==> src/rtl/ccip_avmm_mmio_arbiter_if.sv <==
// rtl/ccip_avmm_mmio_arbiter_if.sv - AVMM MMIO port bundle shared by the arbiter's upstream and downstream sides
//
// Purpose: one AVMM command/response port.
//   master modport: drives address/writedata/byteenable/write/read,
//                   receives waitrequest/readdata/readdatavalid.
//   slave modport : the mirror image.
// Ports (signals):
//   address     ADDR_WIDTH      byte address
//   writedata   DATA_WIDTH      write data
//   byteenable  DATA_WIDTH/8    byte enables
//   write/read  1               command strobes
//   waitrequest 1               command stall; command accepted when 0
//   readdata    DATA_WIDTH      read response data
//   readdatavalid 1             read response valid
interface ccip_avmm_mmio_arbiter_if #(
  parameter int ADDR_WIDTH = 18,
  parameter int DATA_WIDTH = 64
);
  logic [ADDR_WIDTH-1:0]   address;
  logic [DATA_WIDTH-1:0]   writedata;
  logic [DATA_WIDTH/8-1:0] byteenable;
  logic                    write;
  logic                    read;
  logic                    waitrequest;
  logic [DATA_WIDTH-1:0]   readdata;
  logic                    readdatavalid;

  modport master (
    output address, writedata, byteenable, write, read,
    input  waitrequest, readdata, readdatavalid
  );

  modport slave (
    input  address, writedata, byteenable, write, read,
    output waitrequest, readdata, readdatavalid
  );
endinterface

==> src/rtl/ccip_avmm_mmio_arbiter.sv <==
// rtl/ccip_avmm_mmio_arbiter.sv - two-port round-robin AVMM MMIO arbiter with in-order read response routing
//
// Purpose: shares one downstream AVMM MMIO master between port 0 (CCI-P MMIO
// bridge) and port 1 (local AFU config/debug master). A registered command
// stage (CMD) drives the downstream port; a FIFO of issuing-port ids routes
// each in-order read response back to the port that issued the read.
// Ports:
//   clk                 clock, all logic on posedge
//   reset               synchronous, active-low
//   s0, s1              upstream AVMM slave ports
//   m                   downstream AVMM master port
//   pending_reads       downstream reads accepted and not yet answered
//   err_unexpected_rsp  sticky: readdatavalid seen with no read outstanding
module ccip_avmm_mmio_arbiter #(
  parameter int ADDR_WIDTH        = 18,
  parameter int DATA_WIDTH        = 64,
  parameter int MAX_PENDING_READS = 16
) (
  input  logic                                clk,
  input  logic                                reset,
  ccip_avmm_mmio_arbiter_if.slave             s0,
  ccip_avmm_mmio_arbiter_if.slave             s1,
  ccip_avmm_mmio_arbiter_if.master            m,
  output logic [$clog2(MAX_PENDING_READS):0]  pending_reads,
  output logic                                err_unexpected_rsp
);

  localparam int PTR_W = $clog2(MAX_PENDING_READS);
  localparam int CNT_W = PTR_W + 1;
  localparam int BE_W  = DATA_WIDTH / 8;

  typedef enum logic {CMD_EMPTY, CMD_FULL} cmd_state_t;

  cmd_state_t cmd_state, cmd_state_nxt;

  logic                  cmd_read, cmd_write, cmd_port;
  logic [ADDR_WIDTH-1:0] cmd_addr;
  logic [DATA_WIDTH-1:0] cmd_wdata;
  logic [BE_W-1:0]       cmd_be;
  logic                  last_grant;

  logic                  cmd_can_load, cmd_retire, cmd_hold_read;
  logic [CNT_W:0]        reads_committed;
  logic                  read_room;
  logic                  s0_elig, s1_elig;
  logic                  grant_valid, grant_port;

  logic                  sel_read, sel_write;
  logic [ADDR_WIDTH-1:0] sel_addr;
  logic [DATA_WIDTH-1:0] sel_wdata;
  logic [BE_W-1:0]       sel_be;

  logic                  fifo_mem [MAX_PENDING_READS];
  logic [PTR_W-1:0]      wr_ptr, rd_ptr;
  logic                  push, pop, unexpected;

  logic                  rsp_valid, rsp_port;
  logic [DATA_WIDTH-1:0] rsp_data;

  // ---------------------------------------------------------------- arbitration
  assign cmd_retire    = (cmd_state == CMD_FULL) && !m.waitrequest;
  assign cmd_can_load  = (cmd_state == CMD_EMPTY) || !m.waitrequest;
  assign cmd_hold_read = (cmd_state == CMD_FULL) && cmd_read;

  // A read sitting in CMD counts against the limit even before it is accepted
  // downstream, so admission can never overrun the tracking FIFO.
  assign reads_committed = {1'b0, pending_reads} + (CNT_W+1)'(cmd_hold_read);
  assign read_room       = reads_committed < (CNT_W+1)'(MAX_PENDING_READS);

  // Read wins over write when a requester illegally raises both.
  assign s0_elig = s0.read ? read_room : s0.write;
  assign s1_elig = s1.read ? read_room : s1.write;

  always_comb begin
    grant_valid   = 1'b0;
    grant_port    = 1'b0;
    cmd_state_nxt = cmd_state;
    if (cmd_can_load) begin
      if (s0_elig && s1_elig) begin
        grant_valid = 1'b1;
        grant_port  = ~last_grant;
      end else if (s0_elig) begin
        grant_valid = 1'b1;
        grant_port  = 1'b0;
      end else if (s1_elig) begin
        grant_valid = 1'b1;
        grant_port  = 1'b1;
      end
    end
    if (grant_valid) begin
      cmd_state_nxt = CMD_FULL;
    end else if (cmd_retire) begin
      cmd_state_nxt = CMD_EMPTY;
    end
  end

  assign s0.waitrequest = !(grant_valid && (grant_port == 1'b0));
  assign s1.waitrequest = !(grant_valid && (grant_port == 1'b1));

  assign sel_read  = grant_port ? s1.read       : s0.read;
  assign sel_write = grant_port ? s1.write      : s0.write;
  assign sel_addr  = grant_port ? s1.address    : s0.address;
  assign sel_wdata = grant_port ? s1.writedata  : s0.writedata;
  assign sel_be    = grant_port ? s1.byteenable : s0.byteenable;

  // ---------------------------------------------------------------- command stage
  always_ff @(posedge clk) begin
    if (!reset) begin
      cmd_state  <= CMD_EMPTY;
      cmd_read   <= 1'b0;
      cmd_write  <= 1'b0;
      cmd_port   <= 1'b0;
      cmd_addr   <= '0;
      cmd_wdata  <= '0;
      cmd_be     <= '0;
      last_grant <= 1'b1;
    end else begin
      cmd_state <= cmd_state_nxt;
      if (grant_valid) begin
        cmd_read   <= sel_read;
        cmd_write  <= sel_write && !sel_read;
        cmd_port   <= grant_port;
        cmd_addr   <= sel_addr;
        cmd_wdata  <= sel_wdata;
        cmd_be     <= sel_be;
        last_grant <= grant_port;
      end
    end
  end

  // Downstream outputs come straight from registers; m.waitrequest never
  // reaches them combinationally.
  assign m.read       = (cmd_state == CMD_FULL) && cmd_read;
  assign m.write      = (cmd_state == CMD_FULL) && cmd_write;
  assign m.address    = cmd_addr;
  assign m.writedata  = cmd_wdata;
  assign m.byteenable = cmd_be;

  // ---------------------------------------------------------------- read tracking
  assign push       = m.read && !m.waitrequest;
  assign pop        = m.readdatavalid && (pending_reads != '0);
  assign unexpected = m.readdatavalid && (pending_reads == '0);

  // Storage needs no reset: the pointers define which entries are live.
  always_ff @(posedge clk) begin
    if (push) begin
      fifo_mem[wr_ptr] <= cmd_port;
    end
  end

  always_ff @(posedge clk) begin
    if (!reset) begin
      wr_ptr             <= '0;
      rd_ptr             <= '0;
      pending_reads      <= '0;
      err_unexpected_rsp <= 1'b0;
      rsp_valid          <= 1'b0;
      rsp_port           <= 1'b0;
      rsp_data           <= '0;
    end else begin
      if (push) begin
        wr_ptr <= wr_ptr + PTR_W'(1);
      end
      if (pop) begin
        rd_ptr <= rd_ptr + PTR_W'(1);
      end
      case ({push, pop})
        2'b10:   pending_reads <= pending_reads + CNT_W'(1);
        2'b01:   pending_reads <= pending_reads - CNT_W'(1);
        default: pending_reads <= pending_reads;
      endcase
      if (unexpected) begin
        err_unexpected_rsp <= 1'b1;
      end
      rsp_valid <= pop;
      if (pop) begin
        rsp_port <= fifo_mem[rd_ptr];
        rsp_data <= m.readdata;
      end
    end
  end

  assign s0.readdata      = rsp_data;
  assign s1.readdata      = rsp_data;
  assign s0.readdatavalid = rsp_valid && (rsp_port == 1'b0);
  assign s1.readdatavalid = rsp_valid && (rsp_port == 1'b1);

endmodule

==> src/flat_wrapper.sv <==
// flat-port wrapper written by rule: the top's interface ports become plain ports
module ccip_avmm_mmio_arbiter_flat 
#(
  parameter int ADDR_WIDTH        = 18,
  parameter int DATA_WIDTH        = 64,
  parameter int MAX_PENDING_READS = 16
)
  (clk, reset, pending_reads, err_unexpected_rsp, s0_address, s0_writedata, s0_byteenable, s0_write, s0_read, s0_waitrequest, s0_readdata, s0_readdatavalid, s1_address, s1_writedata, s1_byteenable, s1_write, s1_read, s1_waitrequest, s1_readdata, s1_readdatavalid, m_address, m_writedata, m_byteenable, m_write, m_read, m_waitrequest, m_readdata, m_readdatavalid);
  ccip_avmm_mmio_arbiter_if #(.ADDR_WIDTH(ADDR_WIDTH), .DATA_WIDTH(DATA_WIDTH)) s0_i ();
  ccip_avmm_mmio_arbiter_if #(.ADDR_WIDTH(ADDR_WIDTH), .DATA_WIDTH(DATA_WIDTH)) s1_i ();
  ccip_avmm_mmio_arbiter_if #(.ADDR_WIDTH(ADDR_WIDTH), .DATA_WIDTH(DATA_WIDTH)) m_i ();
  input  logic clk;
  input  logic reset;
  output logic [$clog2(MAX_PENDING_READS):0] pending_reads;
  output logic err_unexpected_rsp;
  input wire logic [$bits(s0_i.address)-1:0] s0_address;
  input wire logic [$bits(s0_i.writedata)-1:0] s0_writedata;
  input wire logic [$bits(s0_i.byteenable)-1:0] s0_byteenable;
  input wire logic [$bits(s0_i.write)-1:0] s0_write;
  input wire logic [$bits(s0_i.read)-1:0] s0_read;
  output wire logic [$bits(s0_i.waitrequest)-1:0] s0_waitrequest;
  output wire logic [$bits(s0_i.readdata)-1:0] s0_readdata;
  output wire logic [$bits(s0_i.readdatavalid)-1:0] s0_readdatavalid;
  input wire logic [$bits(s1_i.address)-1:0] s1_address;
  input wire logic [$bits(s1_i.writedata)-1:0] s1_writedata;
  input wire logic [$bits(s1_i.byteenable)-1:0] s1_byteenable;
  input wire logic [$bits(s1_i.write)-1:0] s1_write;
  input wire logic [$bits(s1_i.read)-1:0] s1_read;
  output wire logic [$bits(s1_i.waitrequest)-1:0] s1_waitrequest;
  output wire logic [$bits(s1_i.readdata)-1:0] s1_readdata;
  output wire logic [$bits(s1_i.readdatavalid)-1:0] s1_readdatavalid;
  output wire logic [$bits(m_i.address)-1:0] m_address;
  output wire logic [$bits(m_i.writedata)-1:0] m_writedata;
  output wire logic [$bits(m_i.byteenable)-1:0] m_byteenable;
  output wire logic [$bits(m_i.write)-1:0] m_write;
  output wire logic [$bits(m_i.read)-1:0] m_read;
  input wire logic [$bits(m_i.waitrequest)-1:0] m_waitrequest;
  input wire logic [$bits(m_i.readdata)-1:0] m_readdata;
  input wire logic [$bits(m_i.readdatavalid)-1:0] m_readdatavalid;
  assign s0_i.address = s0_address;
  assign s0_i.writedata = s0_writedata;
  assign s0_i.byteenable = s0_byteenable;
  assign s0_i.write = s0_write;
  assign s0_i.read = s0_read;
  assign s0_waitrequest = s0_i.waitrequest;
  assign s0_readdata = s0_i.readdata;
  assign s0_readdatavalid = s0_i.readdatavalid;
  assign s1_i.address = s1_address;
  assign s1_i.writedata = s1_writedata;
  assign s1_i.byteenable = s1_byteenable;
  assign s1_i.write = s1_write;
  assign s1_i.read = s1_read;
  assign s1_waitrequest = s1_i.waitrequest;
  assign s1_readdata = s1_i.readdata;
  assign s1_readdatavalid = s1_i.readdatavalid;
  assign m_address = m_i.address;
  assign m_writedata = m_i.writedata;
  assign m_byteenable = m_i.byteenable;
  assign m_write = m_i.write;
  assign m_read = m_i.read;
  assign m_i.waitrequest = m_waitrequest;
  assign m_i.readdata = m_readdata;
  assign m_i.readdatavalid = m_readdatavalid;
  ccip_avmm_mmio_arbiter #(.ADDR_WIDTH(ADDR_WIDTH), .DATA_WIDTH(DATA_WIDTH), .MAX_PENDING_READS(MAX_PENDING_READS)) u_core (.clk(clk), .reset(reset), .s0(s0_i), .s1(s1_i), .m(m_i), .pending_reads(pending_reads), .err_unexpected_rsp(err_unexpected_rsp));
endmodule
==> config.mk <==
export PLATFORM = sky130hd
export DESIGN_NAME = ccip_avmm_mmio_arbiter_flat
export DESIGN_NICKNAME = d
export VERILOG_FILES = /design/src/rtl/ccip_avmm_mmio_arbiter_if.sv /design/src/rtl/ccip_avmm_mmio_arbiter.sv /design/src/flat_wrapper.sv
export SDC_FILE = /design/constraint.sdc
export NUM_CORES = 1
export LEC_CHECK = 0
export ABC_CLOCK_PERIOD_IN_PS = 3200
export CORE_AREA = 2 2 189 191
export CTS_BUF_LIST = sky130_fd_sc_hd__clkbuf_16
export CTS_CLUSTER_SIZE = 25
export DETAILED_ROUTE_END_ITERATION = 16
export DIE_AREA = 0 0 191 193
export DONT_BUFFER_PORTS = 1
export SLEW_MARGIN = 20
export SYNTH_ARGS = -nofsm -noshare
export SYNTH_HDL_FRONTEND = slang
export SYNTH_SLANG_ARGS = --single-unit
==> constraint.sdc <==
create_clock -name clk -period 3.2 [get_ports clk]
set_input_delay 0.32 -clock clk [delete_from_list [all_inputs] [get_ports clk]]
set_output_delay 0.32 -clock clk [all_outputs]
set_load 0.03 [all_outputs]
==> results of run 1 <==
-- flip-flops by register name, indices dropped and copies added, names as in the netlist --
signal	flops
u_core.cmd_port	1
u_core.pending_reads	5
u_core.rd_ptr	4
u_core.s0.readdata	64
u_core.m.writedata	64
u_core.last_grant	1
u_core.cmd_write	1
u_core.rsp_port	1
u_core.err_unexpected_rsp	1
u_core.cmd_state	1
u_core.m.byteenable	8
u_core.wr_ptr	4
u_core.cmd_read	1
u_core.rsp_valid	1
u_core.m.address	18
u_core.fifo_mem	16
-- logic make-up (layout without fill, tap and decap cells) --
group	count (synthesis)	after routing	synth area share, %
xor+xnor	10	10	1.027
compound gates	178	178	13.54
other cells	0	4	0
fa+ha+maj	10	10	1.555
simple gates	467	467	23.96
flops	191	191	46.71
buf+inv	160	156	11.53
mux	8	8	1.673
-- power by group --
| group | total, W | switching, W | internal [W] |
|---|---|---|---|
| logic | 0.00103 | 0.000642 | 0.000391 |
| registers | 0.00369 | 0.00102 | 0.00267 |
| clock network | 0.00205 | 0.00103 | 0.00102 |
-- final cells by class --
| type | instances | area, µm² |
|---|---|---|
| fillers | 3690 | 25000 |
| flip-flops and latches | 191 | 3984 |
| multi-input cells | 673 | 3615 |
| repair buffers | 116 | 1186 |
| well taps | 461 | 576.8 |
| clock buffers | 17 | 425.4 |
| clock inverters | 15 | 135.1 |
| inverters | 8 | 30.03 |
| diodes | 4 | 10.01 |
-- repair_timing --
| action | CTS | global route |
|---|---|---|
| endpoints found under the hold margin | 96 | 1 |
| endpoints found under the setup margin | 0 | 0 |
| gates resized for setup | 0 | 0 |
| hold buffers | 95 | 1 |
| buffers inserted | 0 | 0 |
-- cells in the final DEF (no fill, tap or decap), types with 3 or more instances in the layout --
cell	Yosys	routed
clkbuf_16	0	17
o211ai_1	90	90
ha_1	9	9
mux2i_1	3	3
dlygate4sd3_1	0	96
xor2_1	6	6
diode_2	0	4
xnor2_1	4	4
buf_4	69	14
nand2b_1	6	6
mux4_2	5	5
inv_8	0	3
nand2_1	321	321
dfxtp_1	175	175
edfxtp_1	16	16
inv_2	2	3
a21oi_1	74	74
inv_1	6	6
nand4_1	92	92
buf_12	1	6
and2_1	6	5
nor3_1	5	5
clkinvlp_4	0	4
nor2_1	29	29
-- stage by stage --
stage / utilization [%] / worst slack [ns] / power (W) / area [µm²]
after floorplan: - / 0.1055 / 0.004511 / 8528
after global placement: 24.11 / 0.4908 / 0.004644 / 8431
after detailed placement: 24.11 / 0.4207 / 0.004683 / 8431
after CTS: 28.43 / 0.3990 / 0.006851 / 9942
after global routing: 28.48 / 0.2453 / 0.007108 / 9957
final: 28.49 / 0.3753 / 0.006772 / 9962
-- routing by layer --
metal | up-vias | wire (µm)
li1 | 3425 | -
met1 | 3326 | 10300
met2 | 382 | 14500
met3 | 47 | 3066
met4 | 0 | 1318
met5 | - | 0
-- worst paths after layout --
path | end | slack, ns | depth (start not counted)
worst max register to register | u_core.pending_reads[4]$_SDFFE_PN0P_ | 0.38 | 10
worst min register to register | u_core.rsp_port$_SDFFE_PN0P_ | 0.47 | 2
worst max-delay path | u_core.pending_reads[4]$_SDFFE_PN0P_ | 0.38 | 10
worst min-delay path | u_core.m.writedata[25]$_SDFFE_PN0P_ | 0.03 | 2
==> impl_metrics.py, run 1 <==
metrics = {
    "setup_path": {
        "max_stage_delay_ns": 0.59,
        "path_class": "flip-flop to flip-flop",
        "cp_common_cell": "a21oi_1",
        "crit_arrival_ns": 3.20,
        "cp_max_fo": 5,
        "path_cells": "or4_1 > o21ai_4 > inv_2 > ha_1 > fa_1 > a21o_1 > a21oi_1 > xor2_1 > or3_1 > a21oi_1",
        "cp-startpoint": "u_core.pending_reads[0]$_SDFFE_PN0P_",
        "cp_slowest_cell": "or4_1",
        "startpoint_type": "flip-flop",
        "crit_family": "simple AND/OR/NAND/NOR gates",
        "worst_ep_required_time_ns": 3.57,
        "crit_buf_inv": 1,
        "worstReg2RegStart": "u_core.pending_reads[0]$_SDFFE_PN0P_",
        "cp-end-kind": "flip-flop",
    },
    "grt": {
        "grt_pass1_vias": 6864,
        "track_usage_pct": 14.72,
        "use_met3_pct": 6.552,
        "gr-usage-met1_pct": 14.88,
        "grt_pass1_wl_mm": 40.59,
        "grt_use_met2_pct": 24.97,
        "grt_max_degree": 93,
        "antenna_found_initial": 3,
        "grt_most_used_layer": "met2",
        "grt_overflow": 0,
    },
    "synthesis": {
        "synth_top_cell_by_area": "dfxtp_1",
        "synth_top_area_share_pct": 41.08,
        "syn_area_mm2": 0.008528,
        "synth-edff-count": 16,
        "avgSynthCellArea_um2": 8.328,
        "yosysSeqAreaShare_pct": 46.71,
        "yosysMostFrequentCell": "nand2_1",
        "synth_ff_type": "dfxtp_1",
        "syn_inst": 1024,
        "ys_types": 40,
        "synthTopCellsByArea": "dfxtp_1 41%, nand2_1 14%, o211ai_1 7.9%",
        "ys.warnings.count": 0,
        "synthArstFlopShare_pct": 0,
        "synth-seq-cells": 191,
        "synth.net_count": 1286,
        "synthTopCellsByCount": "321 x nand2_1, 175 x dfxtp_1, 92 x nand4_1",
    },
    "min_path": {
        "min_from": "s0_writedata[25]",
        "hp-class": "input pin to flip-flop",
    },
    "run": {
        "maxCapViolCount": 0,
    },
    "routing": {
        "first_iter_violations": 341,
        "post_drt_wl_per_cell_um": 19.65,
        "dr.pass1.iters": 5,
        "route.vias.total": 7180,
        "ant_nets": 0,
        "drc_errors": 0,
        "wirelength_mm": 29.18,
        "via_per_inst": 4.835,
    },
    "sta": {
        "max_slew_margin_pct": 39.28,
        "min_period_over_period_pct": 88.27,
        "skew_ns": 0.01136,
        "hold_viol_final": 0,
        "fmax_mhz": 354.0,
        "worst_slew_pin_slew_ns": 0.9095,
        "setup_viol": 0,
        "slew_viol_final": 0,
        "fin_crit_ns": 2.825,
        "fin_tns_setup_ns": 0,
        "rsz0062_at_grt": "false",
        "holdWs_ns": 0.03308,
    },
    "clock_network": {
        "clk_transition_reported_paths_ns": 0.08,
        "clockRootBuffer": "clkbuf_16",
        "insertion_delay_ns": 0.44,
        "htreeDepth": 4,
        "cts_tree": "done",
        "clock_sinks": 191,
        "cts_made_buffers": 17,
        "cts.path.max_buffers": 2,
    },
    "placement": {
        "dpl.hpwl_mm": 20.94,
        "portBuffers": 0,
        "place_inst": 1353,
        "gp_congestion": 0.8299,
    },
    "floorplanning": {
        "rows": 69,
        "die_area_mm2": 0.03686,
        "initial_utilization_pct": 24.39,
        "core_mm2": 0.03496,
        "die_h_um": 193,
        "pin_count": 482,
        "die_width_um": 191,
    },
    "final_layout": {
        "synthToLayoutAreaGrowth_pct": 16.81,
        "fin_nets": 1269,
        "drive_gt1_share_pct": 6.471,
        "fin_cells": 1485,
    },
    "outcome": {
        "outcome": "completed",
    },
    "power_and_ir_drop": {
        "total_leakage_power_nw": 3.280,
        "cellPowerDensity_mw_per_mm2": 679.7,
        "irDropWorstVdd_v": 0.0003620,
    },
}
Note: power is estimated with default switching activity, not from simulation.
==> run 2, diff against run 1 <==
--- a/config.mk
+++ b/config.mk
@@ -6,12 +6,11 @@
 export NUM_CORES = 1
 export LEC_CHECK = 0
 export ABC_CLOCK_PERIOD_IN_PS = 3200
-export CORE_AREA = 2 2 189 191
+export CORE_AREA = 2 2 185 187
 export CTS_BUF_LIST = sky130_fd_sc_hd__clkbuf_16
 export CTS_CLUSTER_SIZE = 25
 export DETAILED_ROUTE_END_ITERATION = 16
-export DIE_AREA = 0 0 191 193
-export DONT_BUFFER_PORTS = 1
+export DIE_AREA = 0 0 187 189
 export SLEW_MARGIN = 20
 export SYNTH_ARGS = -nofsm -noshare
 export SYNTH_HDL_FRONTEND = slang
==> constraint.sdc (replaced) <==
create_clock -name clk -period 3.2 [get_ports clk]
set_input_delay 0.32 -clock clk [delete_from_list [all_inputs] [get_ports clk]]
set_output_delay 0.32 -clock clk [all_outputs]
set_load 0.05 [all_outputs]
==> run 2 against run 1 <==
Clock-buffer cell count unchanged. First-iteration DRC count grew 25%. Critical path depth shrank 2. Maximum frequency grew 0.76%. Worst setup slack better by 0.021 ns. Global-route usage increased by 4.0 points. Critical endpoint is now s0_waitrequest. Largest power group is now combinational cells. Clock skew shrank 0.0050 ns. Die area decreased by 4.1%. Via count rose by 20%.
==> impl_metrics.py, run 2 (synthesis results as in run 1) <==
metrics = {
    "outcome": {
        "outcome": "completed",
    },
    "final_layout": {
        "multiInputGateArea_mm2": 0.003625,
        "synthToLayoutAreaGrowth_pct": 62.06,
        "fin_nets": 1652,
        "drive_gt1_share_pct": 4.704,
        "fin_cells": 1859,
        "seq_area_mm2": 0.003984,
        "final_cell_mix": "479 x clkdlybuf4s50_1, 321 x nand2_1, 175 x dfxtp_1, 92 x nand4_1, 90 x o211ai_1",
        "layout_commonest_cell": "clkdlybuf4s50_1",
        "n_fill_cell": 3368,
    },
    "sta": {
        "rsz0062_at_grt": "false",
        "fmax_mhz": 356.7,
        "fin_tns_setup_ns": 0,
        "finalWorstSetupSlack_ns": 0.3966,
        "skew_ns": 0.006396,
        "setup_viol": 0,
        "worst_slew_pin_slew_ns": 0.9731,
        "min_period_over_period_pct": 87.60,
        "slew_viol_final": 0,
        "hold_viol_final": 0,
        "fin_crit_ns": 2.803,
        "max_slew_margin_pct": 35.13,
    },
    "min_path": {
        "hp-class": "input pin to flip-flop",
        "whs_endpoint": "u_core.s0.readdata[13]$_SDFFE_PN0P_",
        "hold_depth": 3,
        "min_from": "m_readdata[13]",
    },
    "placement": {
        "portBuffers": 481,
        "gp_congestion": 0.8394,
        "place_ws_ns": 0.4139,
        "dpl.hpwl_mm": 25.17,
        "place_inst": 1819,
    },
    "setup_path": {
        "startpoint_type": "flip-flop",
        "path_class": "flip-flop to output pin",
        "r2r_slack_ns": 0.40,
        "worst_r2r_path_depth": 10,
        "crit_arrival_ns": 2.48,
        "cp-end-kind": "output pin",
        "worst_ep_required_time_ns": 2.88,
        "r2r_end": "u_core.pending_reads[4]$_SDFFE_PN0P_",
        "worstReg2RegStart": "u_core.pending_reads[2]$_SDFFE_PN0P_",
        "cp_max_fo": 42,
    },
    "routing": {
        "wirelength_mm": 34.33,
        "first_iter_violations": 425,
        "post_drt_wl_per_cell_um": 18.47,
        "ant_nets": 0,
        "drc_errors": 0,
        "met3_length_mm": 2.640,
        "route.met2.wl_mm": 16.79,
        "dr.pass1.iters": 5,
        "top_layer": "met4",
        "via_per_inst": 4.647,
        "route.vias.total": 8638,
        "drt-met1-wl_mm": 13.95,
    },
    "power_and_ir_drop": {
        "p_clk_share_pct": 27.0,
        "irDropWorstVdd_v": 0.0003621,
        "power.switching_w": 0.003372,
        "power_frac_seq_pct": 34.1,
        "switching_share_pct": 39.99,
        "power_frac_comb_pct": 38.9,
        "cellPowerDensity_mw_per_mm2": 610.2,
        "intPower_w": 0.005061,
        "total_leakage_power_nw": 4.677,
    },
    "clock_network": {
        "cts_resized": 0,
        "ctsHoldBuffers": 0,
        "cts_made_buffers": 17,
        "clockRootBuffer": "clkbuf_16",
        "clock_sinks": 191,
        "postCtsSetupRepairBufs": 0,
        "insertion_delay_ns": 0.44,
        "clk_transition_reported_paths_ns": 0.08,
        "cts.path.max_buffers": 2,
        "cts_tree": "done",
        "htreeDepth": 4,
    },
    "floorplanning": {
        "pin_count": 482,
        "core_mm2": 0.03328,
        "initial_utilization_pct": 25.63,
        "die_h_um": 189,
        "rows": 67,
        "die_width_um": 187,
        "die_area_mm2": 0.03534,
    },
    "grt": {
        "antenna_found_initial": 7,
        "grt_pass1_vias": 8325,
        "grt_pass1_wl_mm": 50.68,
        "track_usage_pct": 18.71,
        "grt_max_degree": 83,
        "grt_overflow": 0,
    },
    "run": {
        "maxCapViolCount": 0,
    },
}
==> run 2: power groups by stage <==
stage / Clock (W) / Combinational, W / Sequential, W
floorplan: 0 / 0.00133 / 0.00374
global placement: 0 / 0.00329 / 0.00293
detailed placement: 0 / 0.00330 / 0.00293
CTS: 0.00234 / 0.00331 / 0.00288
global route: 0.00244 / 0.00343 / 0.00292
finish: 0.00227 / 0.00328 / 0.00288
==> run 2: worst max-delay path by stage <==
stage / cells past startpoint / from / slack (ns) / endpoint
after global placement: 7 / m_waitrequest / 0.47 / u_core.m.byteenable[6]$_SDFFE_PN0P_
final: 8 / u_core.pending_reads[1]$_SDFFE_PN0P_ / 0.40 / s0_waitrequest
after global routing: 8 / u_core.pending_reads[1]$_SDFFE_PN0P_ / 0.24 / s0_waitrequest
after floorplan: 11 / u_core.pending_reads[0]$_SDFFE_PN0P_ / 0.009 / u_core.pending_reads[4]$_SDFFE_PN0P_
after CTS: 8 / u_core.pending_reads[1]$_SDFFE_PN0P_ / 0.31 / s0_waitrequest
after detailed placement: 10 / u_core.pending_reads[2]$_SDFFE_PN0P_ / 0.41 / u_core.pending_reads[4]$_SDFFE_PN0P_
==> run 2: critical path: stages (launching register included) <==
cell	delay [ns]
dfxtp_1	0.31
buf_4	0.15
and4_4	0.18
nand2_1	0.23
a41o_4	0.27
and2_4	0.47
inv_2	0.13
nand2_1	0.14
buf_12	0.14
==> run 2: per-layer routing <==
metal | GRT usage (%) | up-vias
met2 | 31.13 | 371
met4 | 8.455 | 0
li1 | - | 4210
met1 | 21.91 | 4009
met5 | 0 | -
met3 | 6.209 | 48
==> run 2: cell type report <==
type                            instances  share of cell area [%]
Timing Repair Buffer                  499                   36.14
Sequential cell                       191                   28.82
Multi-Input combinational cell        673                   26.23
Tap cell                              448                   4.056
Clock buffer                           17                   3.078
Clock inverter                         15                   1.313
Inverter                                8                  0.2173
Antenna cell                            8                  0.1448
==> run 2: metrics by stage <==
step	instance area, µm²	utilization, %	total power, W	hold WS, ns
2_1_floorplan	8528	-	0.005066	0.3918
3_3_place_gp	13190	39.64	0.006212	0.4465
3_5_place_dp	13190	39.64	0.006231	0.4560
4_1_cts	13800	41.47	0.008530	0.3865
5_1_grt	13820	41.51	0.008786	0.4024
6_report	13820	41.53	0.008433	0.4181
==> run 3, diff against run 2 <==
--- a/config.mk
+++ b/config.mk
@@ -8,7 +8,6 @@
 export ABC_CLOCK_PERIOD_IN_PS = 3200
 export CORE_AREA = 2 2 185 187
 export CTS_BUF_LIST = sky130_fd_sc_hd__clkbuf_16
-export CTS_CLUSTER_SIZE = 25
 export DETAILED_ROUTE_END_ITERATION = 16
 export DIE_AREA = 0 0 187 189
 export SLEW_MARGIN = 20
==> results of run 3 <==
Same layout as run 2: the final DEF is identical, and so are final timing and power.
